File: config.mk
export PLATFORM = sky130hd
export DESIGN_NAME = mc_ctrl_flat
export DESIGN_NICKNAME = d
export VERILOG_FILES = /design/src/rtl/mc_ctrl_if.sv /design/src/rtl/mc_ctrl.sv /design/src/flat_wrapper.sv
export SDC_FILE = /design/constraint.sdc
export NUM_CORES = 1
export LEC_CHECK = 0
export CORE_UTILIZATION = 30
export CTS_BUF_LIST = sky130_fd_sc_hd__clkbuf_16
export CTS_CLUSTER_DIAMETER = 120
export DETAILED_ROUTE_END_ITERATION = 10
export MAX_ROUTING_LAYER = met4
export PLACE_DENSITY = 0.63
export SLEW_MARGIN = 20
export SYNTH_ARGS = -nofsm -noshare
export SYNTH_HDL_FRONTEND = slang
export SYNTH_SLANG_ARGS = --single-unit
export TNS_END_PERCENT = 20
File: constraint.sdc
create_clock -name clk -period 3.66 [get_ports clk]
set_input_delay 0.366 -clock clk [delete_from_list [all_inputs] [get_ports clk]]
set_output_delay 0.366 -clock clk [all_outputs]
set_load 0.03 [all_outputs]
File: src/rtl/mc_ctrl_if.sv
`default_nettype none
// +----------------------------------------------------------------------------
// | mc_ctrl_if : datapath bus between the multi-cycle control unit and datapath
// | Revision   : 1.0 - initial release
// +----------------------------------------------------------------------------
interface mc_ctrl_if;
   logic [5:0] opcode;
   logic       zero;
   logic       mem_ready;
   logic       PCWrite;
   logic       IorD;
   logic       MemRead;
   logic       MemWrite;
   logic       IRWrite;
   logic       MemtoReg;
   logic       RegDst;
   logic       RegWrite;
   logic       ALUSrcA;
   logic [1:0] ALUSrcB;
   logic [1:0] ALUOp;
   logic [1:0] PCSource;

   // The controller drives the control lines; the datapath returns status.
   modport master (
      input  opcode, zero, mem_ready,
      output PCWrite, IorD, MemRead, MemWrite, IRWrite, MemtoReg, RegDst,
             RegWrite, ALUSrcA, ALUSrcB, ALUOp, PCSource
   );

   modport slave (
      output opcode, zero, mem_ready,
      input  PCWrite, IorD, MemRead, MemWrite, IRWrite, MemtoReg, RegDst,
             RegWrite, ALUSrcA, ALUSrcB, ALUOp, PCSource
   );
endinterface
`default_nettype wire

File: src/rtl/mc_ctrl.sv
`default_nettype none
// +----------------------------------------------------------------------------
// | mc_ctrl  : multi-cycle MIPS control FSM with memory stall, timeout and
// |            retired-instruction counter. Optional bne via MC_CTRL_BNE_EN.
// | Revision : 1.0 - initial release
// +----------------------------------------------------------------------------
module mc_ctrl #(
   parameter int MAX_WAIT = 15,
   parameter int CNT_W    = 16
) (
   input  logic             clk,
   input  logic             rst,
   input  logic             start,
   input  logic             halt,
   mc_ctrl_if.master        bus,
   output logic             busy,
   output logic [1:0]       err_code,
   output logic [CNT_W-1:0] instr_cnt
);

   localparam int         c_WAIT_W   = $clog2(MAX_WAIT + 1);
   localparam logic [5:0] c_OP_RTYPE = 6'h00;
   localparam logic [5:0] c_OP_LW    = 6'h23;
   localparam logic [5:0] c_OP_SW    = 6'h2B;
   localparam logic [5:0] c_OP_BEQ   = 6'h04;
   localparam logic [5:0] c_OP_J     = 6'h02;
   localparam logic [5:0] c_OP_ADDI  = 6'h08;
`ifdef MC_CTRL_BNE_EN
   localparam logic [5:0] c_OP_BNE   = 6'h05;
`endif
   localparam logic [1:0] c_ERR_NONE = 2'b00;
   localparam logic [1:0] c_ERR_ILL  = 2'b01;
   localparam logic [1:0] c_ERR_TMO  = 2'b10;

   typedef enum logic [3:0] {
      S_IDLE   = 4'd0,
      S_FETCH  = 4'd1,
      S_DECODE = 4'd2,
      S_MEMADR = 4'd3,
      S_MEMRD  = 4'd4,
      S_MEMWB  = 4'd5,
      S_MEMWR  = 4'd6,
      S_EXEC   = 4'd7,
      S_RWB    = 4'd8,
      S_IEXEC  = 4'd9,
      S_IWB    = 4'd10,
      S_BRANCH = 4'd11,
      S_JUMP   = 4'd12,
      S_ERR    = 4'd13
   } state_t;

   state_t              r_state;
   state_t              w_next;
   logic [1:0]          r_err;
   logic [CNT_W-1:0]    r_cnt;
   logic [c_WAIT_W-1:0] r_wait;
   logic                w_in_mem;
   logic                w_timeout;
   logic                w_final;
   logic                w_set_err;
   logic [1:0]          w_err_val;
   logic                w_br_take;

   assign w_in_mem  = (r_state == S_FETCH) || (r_state == S_MEMRD) || (r_state == S_MEMWR);
   assign w_timeout = w_in_mem && !bus.mem_ready && (r_wait == c_WAIT_W'(MAX_WAIT));

`ifdef MC_CTRL_BNE_EN
   logic r_is_bne;

   always_ff @(posedge clk or negedge rst) begin
      if (!rst)
         r_is_bne <= 1'b0;
      else if (r_state == S_DECODE)
         r_is_bne <= (bus.opcode == c_OP_BNE);
   end

   assign w_br_take = r_is_bne ? ~bus.zero : bus.zero;
`else
   assign w_br_take = bus.zero;
`endif

   always_ff @(posedge clk or negedge rst) begin
      if (!rst) begin
         r_state <= S_IDLE;
         r_err   <= c_ERR_NONE;
         r_cnt   <= '0;
         r_wait  <= '0;
      end else begin
         r_state <= w_next;
         if (w_set_err)
            r_err <= w_err_val;
         if (w_final)
            r_cnt <= r_cnt + 1'b1;
         // Any stay in a memory state is a low mem_ready cycle; anything else restarts the count.
         if (w_in_mem && !bus.mem_ready && (w_next == r_state))
            r_wait <= r_wait + 1'b1;
         else
            r_wait <= '0;
      end
   end

   always_comb begin
      w_next       = r_state;
      w_final      = 1'b0;
      w_set_err    = 1'b0;
      w_err_val    = c_ERR_NONE;
      bus.PCWrite  = 1'b0;
      bus.IorD     = 1'b0;
      bus.MemRead  = 1'b0;
      bus.MemWrite = 1'b0;
      bus.IRWrite  = 1'b0;
      bus.MemtoReg = 1'b0;
      bus.RegDst   = 1'b0;
      bus.RegWrite = 1'b0;
      bus.ALUSrcA  = 1'b0;
      bus.ALUSrcB  = 2'b00;
      bus.ALUOp    = 2'b00;
      bus.PCSource = 2'b00;
      case (r_state)
         S_IDLE: begin
            if (start)
               w_next = S_FETCH;
         end
         S_FETCH: begin
            bus.MemRead = 1'b1;
            bus.ALUSrcB = 2'b01;
            if (bus.mem_ready) begin
               bus.IRWrite = 1'b1;
               bus.PCWrite = 1'b1;
               w_next      = S_DECODE;
            end else if (w_timeout) begin
               w_next    = S_ERR;
               w_set_err = 1'b1;
               w_err_val = c_ERR_TMO;
            end
         end
         S_DECODE: begin
            bus.ALUSrcB = 2'b11;
            case (bus.opcode)
               c_OP_RTYPE:        w_next = S_EXEC;
               c_OP_LW, c_OP_SW:  w_next = S_MEMADR;
               c_OP_BEQ:          w_next = S_BRANCH;
`ifdef MC_CTRL_BNE_EN
               c_OP_BNE:          w_next = S_BRANCH;
`endif
               c_OP_J:            w_next = S_JUMP;
               c_OP_ADDI:         w_next = S_IEXEC;
               default: begin
                  w_next    = S_ERR;
                  w_set_err = 1'b1;
                  w_err_val = c_ERR_ILL;
               end
            endcase
         end
         S_MEMADR: begin
            bus.ALUSrcA = 1'b1;
            bus.ALUSrcB = 2'b10;
            w_next      = (bus.opcode == c_OP_LW) ? S_MEMRD : S_MEMWR;
         end
         S_MEMRD: begin
            bus.MemRead = 1'b1;
            bus.IorD    = 1'b1;
            if (bus.mem_ready) begin
               w_next = S_MEMWB;
            end else if (w_timeout) begin
               w_next    = S_ERR;
               w_set_err = 1'b1;
               w_err_val = c_ERR_TMO;
            end
         end
         S_MEMWB: begin
            bus.RegWrite = 1'b1;
            bus.MemtoReg = 1'b1;
            w_final      = 1'b1;
         end
         S_MEMWR: begin
            bus.MemWrite = 1'b1;
            bus.IorD     = 1'b1;
            if (bus.mem_ready) begin
               w_final = 1'b1;
            end else if (w_timeout) begin
               w_next    = S_ERR;
               w_set_err = 1'b1;
               w_err_val = c_ERR_TMO;
            end
         end
         S_EXEC: begin
            bus.ALUSrcA = 1'b1;
            bus.ALUOp   = 2'b10;
            w_next      = S_RWB;
         end
         S_RWB: begin
            bus.RegWrite = 1'b1;
            bus.RegDst   = 1'b1;
            w_final      = 1'b1;
         end
         S_IEXEC: begin
            bus.ALUSrcA = 1'b1;
            bus.ALUSrcB = 2'b10;
            w_next      = S_IWB;
         end
         S_IWB: begin
            bus.RegWrite = 1'b1;
            w_final      = 1'b1;
         end
         S_BRANCH: begin
            bus.ALUSrcA  = 1'b1;
            bus.ALUOp    = 2'b01;
            bus.PCSource = 2'b01;
            bus.PCWrite  = w_br_take;
            w_final      = 1'b1;
         end
         S_JUMP: begin
            bus.PCWrite  = 1'b1;
            bus.PCSource = 2'b10;
            w_final      = 1'b1;
         end
         S_ERR: begin
            w_next = S_ERR;
         end
         default: begin
            w_next = S_IDLE;
         end
      endcase
      if (w_final)
         w_next = halt ? S_IDLE : S_FETCH;
   end

   assign busy      = (r_state != S_IDLE) && (r_state != S_ERR);
   assign err_code  = r_err;
   assign instr_cnt = r_cnt;

endmodule
`default_nettype wire

File: src/flat_wrapper.sv
// flat-port wrapper written by rule: the top's interface ports become plain ports
module mc_ctrl_flat 
#(
   parameter int MAX_WAIT = 15,
   parameter int CNT_W    = 16
)
  (clk, rst, start, halt, busy, err_code, instr_cnt, bus_opcode, bus_zero, bus_mem_ready, bus_PCWrite, bus_IorD, bus_MemRead, bus_MemWrite, bus_IRWrite, bus_MemtoReg, bus_RegDst, bus_RegWrite, bus_ALUSrcA, bus_ALUSrcB, bus_ALUOp, bus_PCSource);
  mc_ctrl_if bus_i ();
  input  logic clk;
  input  logic rst;
  input  logic start;
  input  logic halt;
  output logic busy;
  output logic [1:0] err_code;
  output logic [CNT_W-1:0] instr_cnt;
  input wire logic [$bits(bus_i.opcode)-1:0] bus_opcode;
  input wire logic [$bits(bus_i.zero)-1:0] bus_zero;
  input wire logic [$bits(bus_i.mem_ready)-1:0] bus_mem_ready;
  output wire logic [$bits(bus_i.PCWrite)-1:0] bus_PCWrite;
  output wire logic [$bits(bus_i.IorD)-1:0] bus_IorD;
  output wire logic [$bits(bus_i.MemRead)-1:0] bus_MemRead;
  output wire logic [$bits(bus_i.MemWrite)-1:0] bus_MemWrite;
  output wire logic [$bits(bus_i.IRWrite)-1:0] bus_IRWrite;
  output wire logic [$bits(bus_i.MemtoReg)-1:0] bus_MemtoReg;
  output wire logic [$bits(bus_i.RegDst)-1:0] bus_RegDst;
  output wire logic [$bits(bus_i.RegWrite)-1:0] bus_RegWrite;
  output wire logic [$bits(bus_i.ALUSrcA)-1:0] bus_ALUSrcA;
  output wire logic [$bits(bus_i.ALUSrcB)-1:0] bus_ALUSrcB;
  output wire logic [$bits(bus_i.ALUOp)-1:0] bus_ALUOp;
  output wire logic [$bits(bus_i.PCSource)-1:0] bus_PCSource;
  assign bus_i.opcode = bus_opcode;
  assign bus_i.zero = bus_zero;
  assign bus_i.mem_ready = bus_mem_ready;
  assign bus_PCWrite = bus_i.PCWrite;
  assign bus_IorD = bus_i.IorD;
  assign bus_MemRead = bus_i.MemRead;
  assign bus_MemWrite = bus_i.MemWrite;
  assign bus_IRWrite = bus_i.IRWrite;
  assign bus_MemtoReg = bus_i.MemtoReg;
  assign bus_RegDst = bus_i.RegDst;
  assign bus_RegWrite = bus_i.RegWrite;
  assign bus_ALUSrcA = bus_i.ALUSrcA;
  assign bus_ALUSrcB = bus_i.ALUSrcB;
  assign bus_ALUOp = bus_i.ALUOp;
  assign bus_PCSource = bus_i.PCSource;
  mc_ctrl #(.MAX_WAIT(MAX_WAIT), .CNT_W(CNT_W)) u_core (.clk(clk), .rst(rst), .start(start), .halt(halt), .bus(bus_i), .busy(busy), .err_code(err_code), .instr_cnt(instr_cnt));
endmodule
==> results of run 1 <==
worst max-delay path, delay by kind of cell (launching register included):
family        cells  cell delay (ps)
flops             1              760
simple gates      2              450
mux               1              100
buf+inv           1              680
sequential cells by signal, indices dropped and copies added, names as in the netlist:
register	flops
u_core.instr_cnt	16
u_core.r_state	4
u_core.r_wait	4
u_core.err_code	2
cell type report:
| class | instances | share of cell area (%) |
|---|---|---|
| Tap cell | 70 | 4.00 |
| Sequential cell | 26 | 29.7 |
| Multi-Input combinational cell | 141 | 41.2 |
| Timing Repair Buffer | 46 | 20.9 |
| Inverter | 4 | 0.686 |
| Clock buffer | 3 | 3.43 |
power groups by stage:
stage               registers (mW)  clock network, mW  logic [mW]
global route                 0.509              0.249       0.827
finish                       0.490              0.233       0.760
floorplan                    0.458                  0       0.532
detailed placement           0.497                  0       0.767
CTS                          0.492              0.243       0.769
global placement             0.497                  0       0.760
Yosys cell counts, drive strengths merged, types with 3 or more instances:
| cell | instances | share of area (%) |
|---|---|---|
| a31oi | 4 | 1.6 |
| xor2 | 4 | 2.2 |
| nor2b | 3 | 1.3 |
| nand2 | 12 | 2.8 |
| buf | 3 | 1.0 |
| nand4 | 3 | 1.2 |
| nor3 | 6 | 1.9 |
| inv | 4 | 0.94 |
| nor4 | 3 | 1.2 |
| a21o | 3 | 1.4 |
| a21oi | 10 | 3.4 |
| xnor2 | 15 | 8.2 |
| nor2 | 19 | 4.4 |
| nand3 | 10 | 3.1 |
| nand2b | 7 | 2.7 |
| dfrtp | 26 | 41 |
| o21ai | 9 | 2.8 |
| clkbuf | 6 | 1.4 |
| and3 | 8 | 3.1 |
final timing paths:
path	startpoint	end	slack, ps	depth (start not counted)
hold reg to reg	u_core.r_wait[0]	u_core.r_wait[0]	460	1
max in group asynchronous	rst	u_core.instr_cnt[4]	2930	2
setup / recovery	u_core.r_state[0]	bus_ALUSrcB[1]	1050	4
hold / removal	u_core.r_wait[0]	u_core.r_wait[0]	460	1
min in group asynchronous	rst	u_core.instr_cnt[10]	470	2
setup reg to reg	u_core.r_state[0]	u_core.instr_cnt[15]	1330	7
cell families after synthesis:
kind of cell	share of synthesized area (%)
and+or+nand+nor	27.0
AOI/OAI and AO/OA	15.3
DFF	40.5
xor gates and xnor gates	10.4
buffers and inverters	3.35
muxes	1.95
adders and majority gates	1.56
stage by stage:
step / power (mW) / utilization [%] / setup slack [ps] / instance area, sq um / std cells
after global routing: 1.59 / 42.6 / 905 / 2190 / 290
after floorplan: 0.990 / - / 1180 / 1610 / 180
after global placement: 1.26 / 41.1 / 1310 / 2110 / 287
final: 1.48 / 42.6 / 1050 / 2190 / 290
after CTS: 1.50 / 42.6 / 1020 / 2190 / 290
after detailed placement: 1.26 / 41.1 / 1280 / 2110 / 287
per-layer routing:
layer  wire length [um]  track usage [%]
met2               1700             20.8
met3                174             2.81
met4                 44             3.91
met1               1620             18.3
met5                  0                -
==> metrics.md, run 1 <==
| Metric | Value |
|---|---|
| Status | `completed` |
| Logic pwr share | `51.3%` |
| Post-CTS Setup Bufs | `0` |
| Register area | `651 sq um` |
| Layout Skew | `2.06 ps` |
| Number of global-route vias before repair | `1264` |
| Synth Flop Type | `dfrtp_1` |
| CTS root buf | `clkbuf_16` |
| Post-synthesis sequential area ratio | `40.5%` |
| Total GRT Usage | `13.6%` |
| Initial Util | `31.2%` |
| Via/cell ratio | `5.00` |
| CP peak stage delay | `760 ps` |
| Startpoint Class | `register` |
| PortBufs | `45` |
| Max VDD drop | `0.000247 V` |
| TNS Setup | `0 ps` |
| RSZ-0062 raised after global routing | `false` |
| Core area | `5140 sq um` |
| CP endpoint kind | `primary output` |
| Synth unique cells | `44` |
| Most frequent cells in the layout | `clkdlybuf4s50_1 (45), dfrtp_1 (26), nor2_1 (19)` |
| Crit path DAT | `2240 ps` |
| Clock group share of total power | `15.7%` |
| Syn Area/Cell | `8.92 sq um` |
| Routed len/inst | `12.2 um` |
| Crit-path max FO | `26` |
| Cells after Synth | `180` |
| Die Width | `75.2 um` |
| Crit path time final | `2610 ps` |
| Routed vias | `1451` |
| Max_slew headroom | `51.9%` |
| Sw power | `0.663 mW` |
| Total iterations of the first detailed-routing run | `4` |
| CTS resizes | `0` |
| Total routed wirelength | `3.54 mm` |
| Number of synthesized flops with an enable pin | `0` |
| Clock Sinks | `26` |
| CTS H-tree lvls | `1` |
| Multi-input gate area in the final layout | `901 sq um` |
| Int Power | `0.820 mW` |
| Final Hold Viols | `0` |
| Slew @ Worst Pin | `721 ps` |
| Final cycle utilization of the critical path | `71.3%` |
| ANT nets after route | `0` |
| # IOs | `46` |
| Critical path class | `register to primary output` |
| Reg clk slew, reported paths | `60 ps` |
| Setup violators final | `0` |
| Diode count | `0` |
| Fin nets | `236` |
| Critical-path cell list | `nor2b_2, mux2i_1, nor2_1, clkdlybuf4s50_1` |
| Die area | `5650 sq um` |
| Seq cells post-synth | `26` |
| Post-DP HPWL | `2.67 mm` |
| CTS tree | `built` |
| Filler cells | `556` |
| Cell row count | `26` |
| Worst skew pair latency | `260 ps` |
| Synthesized net count | `194` |
| Final Max Slew Viols | `0` |
| CP required | `3290 ps` |
| Worst hold slack | `458 ps` |
| Initial antenna violation count | `0` |
| Number of CTS-inserted buffers | `3` |
| Sequential Power Share | `33.0%` |
| Sw Ratio | `44.7%` |
| Largest net degree at the start of global routing | `27` |
| GP Congestion | `0.799` |
| Post-synthesis cell area | `1610 sq um` |
| P per Cell Area | `678 nW/um^2` |
| Leakage power | `0.888 nW` |
| Share of cells above drive strength 1 | `4.09%` |
| Total congestion overflow | `0` |
| First-pass GRT wire length | `5.78 mm` |
| Max clock buf depth | `2` |
| Fmax | `383 MHz` |
| Async SR Flop Fraction | `100%` |
| Max-cap viol count | `0` |
| Worst Hold Class | `register to register` |
| Die height | `75.2 um` |
| Initial drt markers | `48` |
| CP max-delay cell | `dfrtp_1` |
| Most common cell after layout, fill and taps aside | `clkdlybuf4s50_1` |
| Syn. warnings | `0` |
| Hold-fix buffers at CTS | `0` |
| # DRC | `0` |
| P&R area growth vs syn | `36.2%` |
Note: power is estimated with default switching activity, not from simulation.
==> run 2, diff against run 1 <==
Settings changed: PLACE_DENSITY 0.63 to 0.65.
Clock period 3.66 ns to 2.2 ns, I/O delays scaled along.
==> metrics.md, run 2 (synthesis gave the netlist of run 1 again) <==
| Metric | Value |
|---|---|
| Util after Layout | `44.9% (+2.3 points)` |
| Final cycle utilization of the critical path | `94.9%` |
| Die area | `5650 sq um (unchanged)` |
| Initial Util | `31.2% (unchanged)` |
| Max-cap viol count | `0 (unchanged)` |
| Status | `completed` |
| Layout Skew | `3.95 ps (+1.89 ps)` |
| Hold-fix buffers at CTS | `0 (unchanged)` |
| CP peak stage delay | `660 ps (-100 ps)` |
| CP required | `1980 ps (-1310 ps)` |
| Initial antenna violation count | `0 (unchanged)` |
| Total iterations of the first detailed-routing run | `4 (unchanged)` |
| Most frequent cells in the layout | `clkdlybuf4s50_1 (36), dfrtp_1 (22), nor2_1 (19)` |
| Post-CTS Setup Bufs | `0 (unchanged)` |
| Die Width | `75.2 um (unchanged)` |
| Crit-path max FO | `21 (-19%)` |
| RSZ-0062 raised after global routing | `false` |
| Post-DP Area | `2190 sq um (+3.8%)` |
| Post-DP HPWL | `2.77 mm (+4.0%)` |
| Cell row count | `26 (unchanged)` |
| CTS root buf | `clkbuf_16` |
| P&R area growth vs syn | `43.6%` |
| Layer with the highest usage | `met2` |
| Number of flip-flops in the largest register | `16 (unchanged)` |
| Diode count | `0 (unchanged)` |
| Initial drt markers | `99 (+110%)` |
| Final instance area | `2310 sq um (+5.4%)` |
| # IOs | `46 (unchanged)` |
| Crit path time final | `2090 ps` |
| Final Hold Viols | `0 (unchanged)` |
| Critical path class | `register to primary output` |
| CTS resizes | `7 (+7)` |
| Fmax | `479 MHz` |
| Slew @ Worst Pin | `437 ps (-285 ps)` |
| Routed vias | `1438 (-0.90%)` |
| Final Max Slew Viols | `0 (unchanged)` |
| Top Family by Delay on Critical Path | `buffers and inverters` |
| CP max-delay cell | `clkdlybuf4s50_1` |
| First-pass GRT wire length | `6.11 mm (+5.7%)` |
| TNS Setup | `0 ps (unchanged)` |
| Worst Setup SP | `u_core.r_state[3]` |
| Max VDD drop | `0.000608 V (+150%)` |
| CP endpoint kind | `primary output` |
| Total congestion overflow | `0 (unchanged)` |
| Crit path DAT | `1870 ps (-370 ps)` |
| Largest net degree at the start of global routing | `27 (unchanged)` |
| Number of global-route vias before repair | `1320 (+4.4%)` |
| Total routed wirelength | `3.72 mm (+5.1%)` |
| Share of cells above drive strength 1 | `10.8% (+6.7 points)` |
| Via/cell ratio | `4.78 (-4.5%)` |
| Met2 global-route usage | `22.0% (+1.2 points)` |
| Routed len/inst | `12.3 um (+1.2%)` |
| Startpoint Class | `register` |
| Number of CTS-inserted buffers | `3 (unchanged)` |
| Clock Sinks | `26 (unchanged)` |
| P per Cell Area | `1160 nW/um^2 (+71%)` |
| Core area | `5140 sq um (unchanged)` |
| GP Congestion | `0.793 (-0.83%)` |
| R2r setup slk | `250 ps (-1080 ps)` |
| Total GRT Usage | `14.2% (+0.59 points)` |
| Worst Hold Class | `input pin to async pin` |
| Met1 Track Usage GR | `20.6% (+2.3 points)` |
| Max clock buf depth | `2 (unchanged)` |
| GR Util met3 | `0.803% (-2.0 points)` |
| Worst hold slack | `326 ps (-132 ps)` |
| Worst skew pair latency | `260 ps (about the same)` |
| Crit path buf inv count | `1 (unchanged)` |
| Most common cell after layout, fill and taps aside | `clkdlybuf4s50_1` |
| CTS tree | `built` |
| PortBufs | `45 (unchanged)` |
| Setup violators final | `0 (unchanged)` |
| # DRC | `0 (unchanged)` |
| ANT nets after route | `0 (unchanged)` |
| Reg2Reg Launch Point | `u_core.r_state[2]` |
| Max_slew headroom | `70.9% (+19 points)` |
| Die height | `75.2 um (unchanged)` |
| Critical-path cell list | `nor2_1, and3_1, clkdlybuf4s50_1` |
| Fin nets | `246 (+4.2%)` |
| CTS H-tree lvls | `1 (unchanged)` |
| Leakage power | `1.02 nW (+15%)` |
| Reg clk slew, reported paths | `60 ps (about the same)` |
run 2: layer usage:
layer  wire, um  part of all wire, %
met1       1930                   52
met2       1640                   44
met3        132                  3.6
met4         17                 0.46
met5          0                    0
run 2: layout make-up:
type                            instances  area [sq um]
Fill cell                             552          2830
Multi-Input combinational cell        141           906
Sequential cell                        26           656
Timing Repair Buffer                   56           537
Tap cell                               70          87.6
Clock buffer                            3          75.1
Clock inverter                          1          30.0
Inverter                                4          15.0
run 2: path summary, 6_finish.rpt:
check / end / depth (start not counted)
max in group asynchronous: u_core.r_state[3] / 2
min in group clk: u_core.r_wait[0] / 1
setup / recovery: bus_IRWrite / 3
setup reg to reg: u_core.instr_cnt[15] / 6
hold reg to reg: u_core.r_wait[0] / 1
hold / removal: u_core.instr_cnt[9] / 2
run 2: power by group:
part	switching, mW	internal (mW)	total (mW)
Combinational	0.789	0.595	1.38
Sequential	0.196	0.578	0.774
Clock	0.157	0.361	0.519
Total	1.14	1.53	2.68
run 2: per-stage QoR:
step           setup slack (ps)  cells  power, mW
2_1_floorplan               150    180       1.65
3_3_place_gp                141    297       2.18
3_5_place_dp                131    297       2.19
4_1_cts                    12.5    301       2.70
5_1_grt                    4.59    301       2.86
6_report                    112    301       2.68
